File: config.mk
export PLATFORM = sky130hd
export DESIGN_NAME = ifill_ctrl_flat
export DESIGN_NICKNAME = d
export VERILOG_FILES = /design/src/rtl/ifill_if.sv /design/src/rtl/ifill_ctrl.sv /design/src/flat_wrapper.sv
export SDC_FILE = /design/constraint.sdc
export NUM_CORES = 1
export LEC_CHECK = 0
export CELL_PAD_IN_SITES_DETAIL_PLACEMENT = 1
export CELL_PAD_IN_SITES_GLOBAL_PLACEMENT = 1
export CORE_ASPECT_RATIO = 1.2
export CORE_UTILIZATION = 30
export DETAILED_ROUTE_END_ITERATION = 12
export GPL_ROUTABILITY_DRIVEN = 0
export PLACE_DENSITY = 0.57
export SYNTH_ARGS = -nofsm -noshare
export SYNTH_HDL_FRONTEND = slang
export SYNTH_SLANG_ARGS = --single-unit
File: constraint.sdc
create_clock -name clk -period 1.95 [get_ports clk]
set_input_delay 0.195 -clock clk [delete_from_list [all_inputs] [get_ports clk]]
set_output_delay 0.195 -clock clk [all_outputs]
set_load 0.01 [all_outputs]
File: src/rtl/ifill_if.sv
// rtl/ifill_if.sv - fetch-side miss port and word-wide memory port of the instruction fill controller
interface ifill_if #(
    parameter int BLOCK_WORDS = 8,
    parameter int ADDR_W      = 32
);
    logic                      L2_read_en;
    logic [ADDR_W-1:0]         L2_addr_read;
    logic [32*BLOCK_WORDS-1:0] L2_block_read;
    logic                      L2_stall;
    logic                      inv;
    logic                      mem_req;
    logic [ADDR_W-1:0]         mem_addr;
    logic                      mem_ack;
    logic [31:0]               mem_rdata;

    modport slave (
        input  L2_read_en, L2_addr_read, inv, mem_ack, mem_rdata,
        output L2_block_read, L2_stall, mem_req, mem_addr
    );

    modport master (
        output L2_read_en, L2_addr_read, inv, mem_ack, mem_rdata,
        input  L2_block_read, L2_stall, mem_req, mem_addr
    );
endinterface

File: src/rtl/ifill_ctrl.sv
// rtl/ifill_ctrl.sv - single-block instruction fill buffer refilled one 32-bit word per memory beat
module ifill_ctrl #(
    parameter int BLOCK_WORDS = 8,
    parameter int ADDR_W      = 32
) (
    input  logic  clk,
    input  logic  rst_n,
    ifill_if.slave bus
);
    localparam int OFF   = $clog2(BLOCK_WORDS * 4);
    localparam int BW    = OFF - 2;
    localparam int TAG_W = ADDR_W - OFF;

    typedef enum logic {IDLE, FILL} state_t;

    state_t                              state_q;
    logic                                buf_valid_q;
    logic [TAG_W-1:0]                    buf_tag_q;
    logic [BLOCK_WORDS-1:0][31:0]        block_q;
    logic [BLOCK_WORDS-1:0][31:0]        fill_buf_q;
    logic [TAG_W-1:0]                    fill_tag_q;
    logic [BW-1:0]                       beat_q;
    logic                                stale_q;
    logic                                mem_req_q;
    logic [ADDR_W-1:0]                   mem_addr_q;

    logic [TAG_W-1:0]                    req_tag;
    logic                                hit;
    logic                                last_beat;
    logic                                redirect;
    logic [BW-1:0]                       beat_inc;
    logic [BLOCK_WORDS-1:0][31:0]        fill_blk_d;
    logic                                unused_addr_bits;

    assign req_tag          = bus.L2_addr_read[ADDR_W-1:OFF];
    assign unused_addr_bits = ^bus.L2_addr_read[OFF-1:0];
    assign hit              = buf_valid_q && (buf_tag_q == req_tag);
    assign last_beat        = &beat_q;
    assign redirect         = bus.L2_read_en && (req_tag != fill_tag_q);
    assign beat_inc         = beat_q + {{(BW-1){1'b0}}, 1'b1};

    // Final word goes straight from the bus into the installed block.
    always_comb begin
        fill_blk_d         = fill_buf_q;
        fill_blk_d[beat_q] = bus.mem_rdata;
    end

    assign bus.L2_stall      = !hit;
    assign bus.L2_block_read = block_q;
    assign bus.mem_req       = mem_req_q;
    assign bus.mem_addr      = mem_addr_q;

    always_ff @(posedge clk or negedge rst_n) begin
        if (!rst_n) begin
            state_q     <= IDLE;
            buf_valid_q <= 1'b0;
            buf_tag_q   <= '0;
            block_q     <= '0;
            fill_buf_q  <= '0;
            fill_tag_q  <= '0;
            beat_q      <= '0;
            stale_q     <= 1'b0;
            mem_req_q   <= 1'b0;
            mem_addr_q  <= '0;
        end else begin
            if (bus.inv) begin
                buf_valid_q <= 1'b0;
            end
            case (state_q)
                IDLE: begin
                    if (bus.L2_read_en && !hit) begin
                        state_q    <= FILL;
                        fill_tag_q <= req_tag;
                        beat_q     <= '0;
                        stale_q    <= 1'b0;
                        mem_req_q  <= 1'b1;
                        mem_addr_q <= {req_tag, {BW{1'b0}}, 2'b00};
                    end
                end
                FILL: begin
                    if (bus.inv) begin
                        stale_q <= 1'b1;
                    end
                    if (bus.mem_ack) begin
                        fill_buf_q[beat_q] <= bus.mem_rdata;
                        if (last_beat) begin
                            state_q   <= IDLE;
                            mem_req_q <= 1'b0;
                            beat_q    <= '0;
                            // An inv on the final beat still poisons the block.
                            if (!(stale_q || bus.inv)) begin
                                block_q     <= fill_blk_d;
                                buf_tag_q   <= fill_tag_q;
                                buf_valid_q <= 1'b1;
                            end
                        end else if (redirect) begin
                            // Restarted block is fetched entirely after any earlier inv.
                            fill_tag_q <= req_tag;
                            beat_q     <= '0;
                            stale_q    <= bus.inv;
                            mem_addr_q <= {req_tag, {BW{1'b0}}, 2'b00};
                        end else begin
                            beat_q     <= beat_inc;
                            mem_addr_q <= {fill_tag_q, beat_inc, 2'b00};
                        end
                    end
                end
                default: state_q <= IDLE;
            endcase
        end
    end
endmodule

File: src/flat_wrapper.sv
// flat-port wrapper written by rule: the top's interface ports become plain ports
module ifill_ctrl_flat 
#(
    parameter int BLOCK_WORDS = 8,
    parameter int ADDR_W      = 32
)
  (clk, rst_n, bus_L2_read_en, bus_L2_addr_read, bus_inv, bus_mem_ack, bus_mem_rdata, bus_L2_block_read, bus_L2_stall, bus_mem_req, bus_mem_addr);
  ifill_if #(.BLOCK_WORDS(BLOCK_WORDS), .ADDR_W(ADDR_W)) bus_i ();
  input  logic clk;
  input  logic rst_n;
  input wire logic [$bits(bus_i.L2_read_en)-1:0] bus_L2_read_en;
  input wire logic [$bits(bus_i.L2_addr_read)-1:0] bus_L2_addr_read;
  input wire logic [$bits(bus_i.inv)-1:0] bus_inv;
  input wire logic [$bits(bus_i.mem_ack)-1:0] bus_mem_ack;
  input wire logic [$bits(bus_i.mem_rdata)-1:0] bus_mem_rdata;
  output wire logic [$bits(bus_i.L2_block_read)-1:0] bus_L2_block_read;
  output wire logic [$bits(bus_i.L2_stall)-1:0] bus_L2_stall;
  output wire logic [$bits(bus_i.mem_req)-1:0] bus_mem_req;
  output wire logic [$bits(bus_i.mem_addr)-1:0] bus_mem_addr;
  assign bus_i.L2_read_en = bus_L2_read_en;
  assign bus_i.L2_addr_read = bus_L2_addr_read;
  assign bus_i.inv = bus_inv;
  assign bus_i.mem_ack = bus_mem_ack;
  assign bus_i.mem_rdata = bus_mem_rdata;
  assign bus_L2_block_read = bus_i.L2_block_read;
  assign bus_L2_stall = bus_i.L2_stall;
  assign bus_mem_req = bus_i.mem_req;
  assign bus_mem_addr = bus_i.mem_addr;
  ifill_ctrl #(.BLOCK_WORDS(BLOCK_WORDS), .ADDR_W(ADDR_W)) u_core (.clk(clk), .rst_n(rst_n), .bus(bus_i));
endmodule
======== Word level (Yosys, flattened, before mapping) ========
Cells that the tools add are included.
cells by class
  add/sub/neg operators ................... 1
  $lt $le $gt $ge ......................... 2
  eq/ne operators ......................... 7
  muxes and demuxes ....................... 37
  bitwise gates (word level) .............. 2
  reduce and logical (&&, ||, !) cells .... 13
operators by type and width
  kind                   count
  $bwmux W256            1
  $mux W32               5
  $mux W27               4
  $demux W32 S3          1
  $pmux W32 S2           1
  $pmux W27 S2           1
  $eq A27 B27 Y1         1
  $ne A27 B27 Y1         1
  $mux W1                16
  $mux W3                4
  $reduce_and A3 Y1      3
  $ne A2 B2 Y1 const B   4
  $pmux W1 S2            3
  $pmux W3 S2            1
  $reduce_and A6 Y1      1
  $logic_and A1 B1 Y1    4
  $lt A3 B4 Y1 const B   1
  $reduce_and A2 Y1      2
  $reduce_and A4 Y1      1
  $add A3 B1 Y3 const B  1
  $ge A3 B1 Y1 const B   1
  $ne A2 B1 Y1 const B   1
  $not A1 Y1             2
  $logic_not A1 Y1       1
  $logic_or A1 B1 Y1     1
word-level totals
  bits in registers ....................... 605
  input bits .............................. 69
  output and inout port bits .............. 290
  word-level logic and storage cells ...... 86

======== Depth between registers and ports, before layout ========
Gate-level depths: netlist of run 1.
  depth after elaboration ................. 6
  gate-level depth with buffers ........... 10
  gate-level depth less buffers ........... 6

======== Least setup slack after synthesis of run 1 ========
No wires, ideal clock.
  kind .................................... register -> register
  start ................................... reg u_core.buf_tag_q[25]
  end ..................................... reg u_core.fill_tag_q[0]
  library setup time ...................... 127 ps
  data arrival time ....................... 1946 ps
  required time ........................... 1823 ps
  path slack .............................. -123 ps
  cell stages (with the launch flop) ...... 8
  path buffers ............................ 1
  period minus slack after synthesis ...... 2073 ps
  path through ............................ dfrtp_1 xnor2_1 o2111ai_1 nor4_2 a311oi_2 o21ai_4 buf_6 mux2_1
between the ends
  cells in the longest elaborated chain, start to end .. 6
ends and longest elaborated chain
  element                      RTL line          text
  start, declared              ifill_ctrl.sv:18  logic [TAG_W-1:0] buf_tag_q;
  start signal, assigned       ifill_ctrl.sv:93  buf_tag_q <= fill_tag_q;
  $eq A27 B27 Y1               ifill_ctrl.sv:37  assign hit = buf_valid_q && (buf_tag_q == req_tag);
  $logic_and A1 B1 Y1          ifill_ctrl.sv:37
  $logic_not A1 Y1             ifill_ctrl.sv:71  if (bus.L2_read_en && !hit) begin
  $logic_and A1 B1 Y1          ifill_ctrl.sv:71
  $ne A2 B1 Y1 (no line)       -
  $reduce_and A4 Y1 (no line)  -
  end signal, assigned         ifill_ctrl.sv:73  fill_tag_q <= req_tag;
  end signal, assigned         ifill_ctrl.sv:98  fill_tag_q <= req_tag;
  end, declared                ifill_ctrl.sv:21  logic [TAG_W-1:0] fill_tag_q;
Every way passes these cells.
A chain may end at the register's enable or synchronous reset.

======== Final worst setup path of run 1 ========
  start ................................... reg u_core.buf_tag_q[13]
  end ..................................... reg u_core.fill_tag_q[16]
Same word-level chain as after synthesis.

==> results of run 1 <==
-- how the worst min path moves through the flow --
| stage | slack (ns) | from | to |
|---|---|---|---|
| 2_1_floorplan | -0.10 | rst_n | u_core.beat_q[0] |
| 3_3_place_gp | 0.17 | rst_n | u_core.bus.L2_block_read[154] |
| 3_5_place_dp | 0.17 | rst_n | u_core.fill_buf_q[90] |
| 4_1_cts | 0.09 | rst_n | u_core.bus.L2_block_read[210] |
| 5_1_grt | 0.12 | rst_n | u_core.fill_buf_q[90] |
| 6_report | 0.09 | rst_n | u_core.fill_buf_q[90] |
-- power breakdown --
group          leakage (nW)  internal (mW)  total [mW]  switching, mW
clock                  1.18           8.12        13.6           5.47
sequential             7.98           15.4        17.1           1.76
combinational          8.82           7.21        13.5           6.31
-- critical path: cells and delay by family, from the launching register on --
| kind | cells | cell delay, ns |
|---|---|---|
| buffers and inverters | 3 | 0.48 |
| AND/OR/NAND/NOR | 2 | 0.38 |
| flip-flops | 1 | 0.40 |
| multiplexers | 1 | 0.33 |
| XOR/XNOR | 1 | 0.17 |
| AO/OA/AOI/OAI | 2 | 0.34 |
-- metrics by stage --
step / setup TNS (ns) / power (mW)
final: -38.09 / 44.2
after global routing: -58.43 / 46.4
after CTS: -61.62 / 43.3
after detailed placement: -132.59 / 28.4
after global placement: -120.74 / 27.9
after floorplan: -0.892 / 23.3
-- routing by layer --
layer	share of wire, %	up-vias	routed length [um]
met2	51	384	49500
met3	3.4	127	3340
met1	43	10100	41400
li1	-	8369	-
met5	0	-	0
met4	2.8	0	2670
-- cell usage in the layout, fill, tap and decap left out, types with 47 or more instances in the layout --
cell             synthesis  layout
buf_12                   0      64
buf_16                   0      57
buf_4                    3     142
clkbuf_16                0      95
clkdlybuf4s50_1          0     349
dfrtp_1                603     601
mux2_2                 287     239
mux2_4                   0      55
mux2i_1                283     276
nand2_1                261      48
nand2_2                  0      65
nand2_4                  0     148
o21ai_1                  0      65
o21ai_2                  0     177
xnor2_1                 51      47
-- area by class of cell --
type                    instances  area (um2)
diodes                          2        5.00
clock buffers                 101        2090
clock inverters                23         270
fillers                      8475       44800
inverters                       6        26.3
multi-input cells            1285       12400
flip-flops and latches        603       15100
well taps                    1130        1410
repair buffers                679        8530
-- repair_timing --
action	CTS	global route
pin swaps	85	188
endpoints found under the setup margin	269	495
resized for setup	405	693
endpoints found under the hold margin	266	0
buffers inserted	48	34
hold buffers	1	0
cloned	62	26
-- cells by family after synthesis --
kind of cell / Yosys count / synth area share, %
AO/OA/AOI/OAI: 301 / 6.11
other: 1 / 0.0146
adder cells (fa/ha/maj): 2 / 0.0977
AND/OR/NAND/NOR: 334 / 5.42
multiplexers: 594 / 24.7
XOR/XNOR: 52 / 1.78
flip-flops: 603 / 58.9
buffers and inverters: 174 / 2.90
-- state kept, by name, indices dropped and copies added (netlist names) --
signal,cells
u_core.state_q,1
u_core.buf_tag_q,27
u_core.buf_valid_q,1
u_core.stale_q,1
u_core.fill_buf_q,256
u_core.bus.mem_addr,30
u_core.fill_tag_q,27
u_core.bus.L2_block_read,256
u_core.beat_q,3
u_core.bus.mem_req,1
-- Yosys cell counts, types with 2 or more instances --
library cell and count:
dfrtp_1 603, mux2_2 287, mux2i_1 283, nand2_1 261, o21ai_0 256, clkbuf_1 110, buf_2 51, xnor2_1 51
a21oi_1 32, nor3_1 31, mux2_1 24, nand4_1 11, nor2_1 8, inv_1 6, a22o_1 5, nand3_1 5
nand2b_1 4, buf_4 3, nor2b_1 3, nor4_1 3, buf_1 2, buf_6 2, ha_1 2, nand3b_1 2
nor3b_1 2
==> results.yml, run 1 <==
clocking:
  cts_sinks: 603
  cts_inserted_buffers: 69
  ctsLongestPathBuffers: 3
  tritoncts: "built"
  root_buffer: "clkbuf_16"
  htreeDepth: 3
  clkTransAtPathRegs_ns: 0.07
  clk-insertion-delay-late_ns: 0.63
placement:
  place_ws_ns: -0.732
  dp.cells: 3562
  numPortBuffers: 351
  place_area_um2: 31900
  post-dp-hpwl_um: 55300
pwr:
  powerDensity_nw_per_um2: 1110
  peakVddDrop_uv: 582
  total_leakage_power_nw: 18.0
die:
  design.portCount: 359
  core.rowCount: 117
  core_um2: 84600
  fp.dieW_um: 269
  die_area_um2: 86500
  die_h_um: 322
  initial_core_util_pct: 30.3
layout:
  drive_gt1_share_pct: 44.4
  areaGrowthSynthToFinish_pct: 55.5
  fin_cells: 3829
  final_area_um2: 39800
  nets: 2715
  fin_util_pct: 47.0
worst_setup_path:
  worstReg2RegStart: "u_core.buf_tag_q[13]"
  crit_path_end_kind: "flip-flop"
  rrSetupSlack_ns: -0.29
  cp_max_fo: 16
  critical-path-slowest-cell: "dfrtp_1"
  critPathMaxStageDelay_ns: 0.40
  start_kind: "flip-flop"
  crit_end: "u_core.fill_tag_q[16]"
  cp.arrival_ns: 2.74
  crit_chain: "xnor2_1, nand4_1, nor3_2, buf_4, buf_6, a311oi_4, o21ai_4, buf_12, mux2_1"
  worstPathRequired_ns: 2.45
  crit_start: "u_core.buf_tag_q[13]"
  regToRegEndpoint: "u_core.fill_tag_q[16]"
  critPathKind: "flip-flop to flip-flop"
  reg2reg_depth: 9
job:
  cap_violations: 0
global_routing:
  grt_util_met1_pct: 27.7
  use_met2_pct: 37.5
  gr-max-usage-layer: "met2"
  grt_first_pass_wirelength_um: 139000
  grt_use_total_pct: 21.7
  grt_max_degree: 96
  grt_pass1_vias: 20900
  overflow: 0
  use_met3_pct: 3.11
  grt_antenna_before_repair: 1
timing:
  slew_violations: 0
  post-route-period-util_pct: 115
  fin_crit_ns: 2.24
  timing.fmax_ghz: 0.446
  slew_headroom_pct: 54.5
  clock_skew_ns: 0.0236
  whs_ns: 0.0900
  worstMarginPinSlew_ns: 0.680
  setup_ws_ns: -0.291
  finalHoldViolations: 0
  setup_viol: 312
  rsz0062_at_grt: "yes"
status:
  status: "finished, violations left"
  violations: "setup timing"
synth:
  yosysUniqueCellTypes: 39
  seq_area_frac_synth_pct: 58.9
  netlist.top_cell.by_area: "dfrtp_1"
  synth_cells: 2061
  ys_seq_elements: 603
  synth_top_area_share_pct: 58.9
  ys_warn_count: 0
  synthArstFlopShare_pct: 100
  ys.flop_type: "dfrtp_1"
  syn-cell-area_um2: 25600
  synth_area_per_cell_um2: 12.4
  synth_edf_count: 0
  synth_area_leaders: "dfrtp_1 (59%), mux2_2 (13%), mux2i_1 (11%)"
hold_path:
  hold_path.class: "input pin to async pin"
routing:
  vias: 18900
  drt_iter0_markers: 816
  drc_errors: 0
  dr.pass1.iters: 6
  via_per_inst: 4.95
  wire_per_inst_um: 25.3
  totalWireLength_um: 96900
  ant_nets: 0
Power figures use the tool's default switching activity.
==> run 2, diff against run 1 <==
Settings changed: ABC_AREA set to 1, PLACE_DENSITY 0.57 to 0.61.
==> results.yml, run 2 <==
worst_setup_path:
  critPathKind: "flip-flop to flip-flop"
  cp_max_fo: 8
  start_kind: "flip-flop"
  worstPathRequired_ns: 2.49
  crit_path_end_kind: "flip-flop"
  cp.arrival_ns: 2.75
synth:
  synth_area_per_cell_um2: 8.13
  synth_simple_gate_area_share_pct: 26.0
  yosysUniqueCellTypes: 38
  synth_cells: 3216
  synth_mux_area_share_pct: 0
  synth_top_family_by_area: "simple AND/OR/NAND/NOR gates"
  synth_xor_xnor_area_share_pct: 0.871
  synth_top_area_share_pct: 57.7
  synthTopCellsByCount: "nand2_1 (1503), dfrtp_1 (603), o21ai_0 (386), nor2_1 (157)"
  seq_area_frac_synth_pct: 57.7
  synth.most_common_cell: "nand2_1"
  synthAdderAreaFrac_pct: 0.0958
  netlist.top_cell.by_area: "dfrtp_1"
  synth_edf_count: 0
  ys_seq_elements: 603
  synth_area_leaders: "dfrtp_1 (58%), nand2_1 (22%), o21ai_0 (7.4%)"
  synth-compound-area-share_pct: 10.6
  ys_warn_count: 0
  syn-cell-area_um2: 26100
  ys.flop_type: "dfrtp_1"
  synthArstFlopShare_pct: 100
layout:
  regArea_um2: 15100
  nets: 3741
  diodes: 0
  final_common_cell: "nand2_1"
  mostFrequentLayoutCells: "nand2_1 (1424), dfrtp_1 (602), o21ai_0 (386)"
  drive_gt1_share_pct: 12.9
  multi_input_area_um2: 10300
  final_area_um2: 35700
  fin_util_pct: 41.4
  fillers: 10100
  areaGrowthSynthToFinish_pct: 36.5
die:
  design.portCount: 359
  core_um2: 86200
  initial_core_util_pct: 30.3
  core.rowCount: 118
  fp.dieW_um: 271
  die_h_um: 325
  die_area_um2: 88300
timing:
  setup_ws_ns: -0.263
  slew_headroom_pct: 62.9
  slew_violations: 0
  worstMarginPinSlew_ns: 0.551
  finalHoldViolations: 0
  setup_tns_ns: -13.21
  setup_viol: 61
  clock_skew_ns: 0.0187
  fin_crit_ns: 2.21
  timing.fmax_ghz: 0.452
  rsz0062_at_grt: "yes"
  post-route-period-util_pct: 113
routing:
  drt_iter0_markers: 1409
  via_per_inst: 4.73
  drc_errors: 0
  totalWireLength_um: 97600
  topRoutingLayerUsed: "met4"
  dr.pass1.iters: 5
  wire_per_inst_um: 20.1
  met1_length_um: 42700
  wl_met2_um: 47700
  wl_met3_um: 4000
  ant_nets: 0
  vias: 23000
global_routing:
  overflow: 0
  grt_pass1_vias: 24000
  grt_antenna_before_repair: 4
  grt_first_pass_wirelength_um: 150000
  grt_max_degree: 102
  grt_use_total_pct: 22.2
hold_path:
  hold_path.class: "input pin to async pin"
pwr:
  total_leakage_power_nw: 17.4
  peakVddDrop_uv: 595
  power_mw: 33.9
  powerDensity_nw_per_um2: 950
clocking:
  tritoncts: "built"
  htreeDepth: 3
  cts_sinks: 603
  clk-insertion-delay-late_ns: 0.61
  root_buffer: "clkbuf_16"
  cts_inserted_buffers: 70
  clkTransAtPathRegs_ns: 0.06
  ctsLongestPathBuffers: 3
placement:
  place_area_um2: 32400
  numPortBuffers: 351
  post-dp-hpwl_um: 66300
status:
  status: "finished, violations left"
  violations: "setup timing"
job:
  cap_violations: 0
## run 2: cell types whose count changed in the layout (fill, tap and decap cells not counted), moves of 28 or more
cell     before   now
nor2_1        1   152
mux2i_1     276     0
mux2_4       55     0
a21oi_1       4   130
inv_1         5    88
nand3_1       2    30
buf_16       57     8
nand2_1      48  1424
o21ai_0      12   386
o21ai_1      65    23
mux2_2      239     0
o21ai_2     177     0
nand2_4     148     9
## run 2: area by class of cell
class / count / share of cell area, %
sequential: 603 / 42.3
tap: 1140 / 4.00
clock inverter: 26 / 0.730
multi-input combinational: 2324 / 28.8
clock buffer: 102 / 5.91
inverter: 96 / 1.05
timing repair buffer: 575 / 17.2
## run 2: final timing paths
path / from / to / slack (ns) / depth (start not counted)
min in group clk: bus_L2_addr_read[5] / u_core.fill_tag_q[0] / 0.31 / 3
hold reg to reg: u_core.bus.mem_addr[30] / u_core.bus.mem_addr[30] / 0.47 / 2
max in group asynchronous: rst_n / u_core.fill_buf_q[222] / 0.95 / 3
setup / recovery: u_core.buf_tag_q[18] / u_core.bus.mem_addr[6] / -0.26 / 16
hold / removal: rst_n / u_core.bus.mem_addr[14] / 0.09 / 2
setup reg to reg: u_core.buf_tag_q[18] / u_core.bus.mem_addr[6] / -0.26 / 16
## run 2: per-layer routing
metal | global-route usage (%) | vias up
li1 | - | 11100
met3 | 3.26 | 146
met5 | 0 | -
met1 | 29.1 | 11400
met4 | 7.71 | 0
met2 | 37.3 | 475
## run 2: cell families after synthesis
group           after synthesis
xor+xnor                     26
simple gates               1749
fa+ha+maj                     2
compound gates              545
other cells                   1
buf+inv                     290
flops                       603
## run 2: repair_timing
item                                   4_1_cts  5_1_grt
pin swaps                                   50       28
gates cloned                                 9        0
resized for setup                          111       42
buffers inserted                            13        7
hold buffers                                 1        0
endpoints found under the hold margin      405        0
setup endpoints to repair                   61       68
## run 2: critical path: stages (launching register included)
cell	delay (ns)
dfrtp_1	0.41
xnor2_2	0.29
buf_4	0.18
nand2_4	0.05
nor2_4	0.12
nand2_2	0.06
nor2_2	0.09
nand2_2	0.08
nand3_4	0.07
buf_6	0.11
nand2_8	0.05
buf_6	0.13
nand2_8	0.09
buf_8	0.14
buf_12	0.14
nand2_2	0.05
nand2_1	0.05
## run 2: power breakdown
part	internal (mW)	switching, mW	total, mW	leakage, nW
logic	2.08	3.26	5.34	8.07
registers	14.1	0.877	14.9	8.12
clock network	8.06	5.55	13.6	1.17
## run 2: per-stage QoR
stage,std cells,setup WS [ns],hold slack [ns]
after global placement,4712,-0.455,0.118
after CTS,4863,-0.256,0.0628
final,4866,-0.263,0.0911
after detailed placement,4712,-0.460,0.123
after global routing,4866,-0.331,0.0956
after floorplan,3217,0.374,-0.101
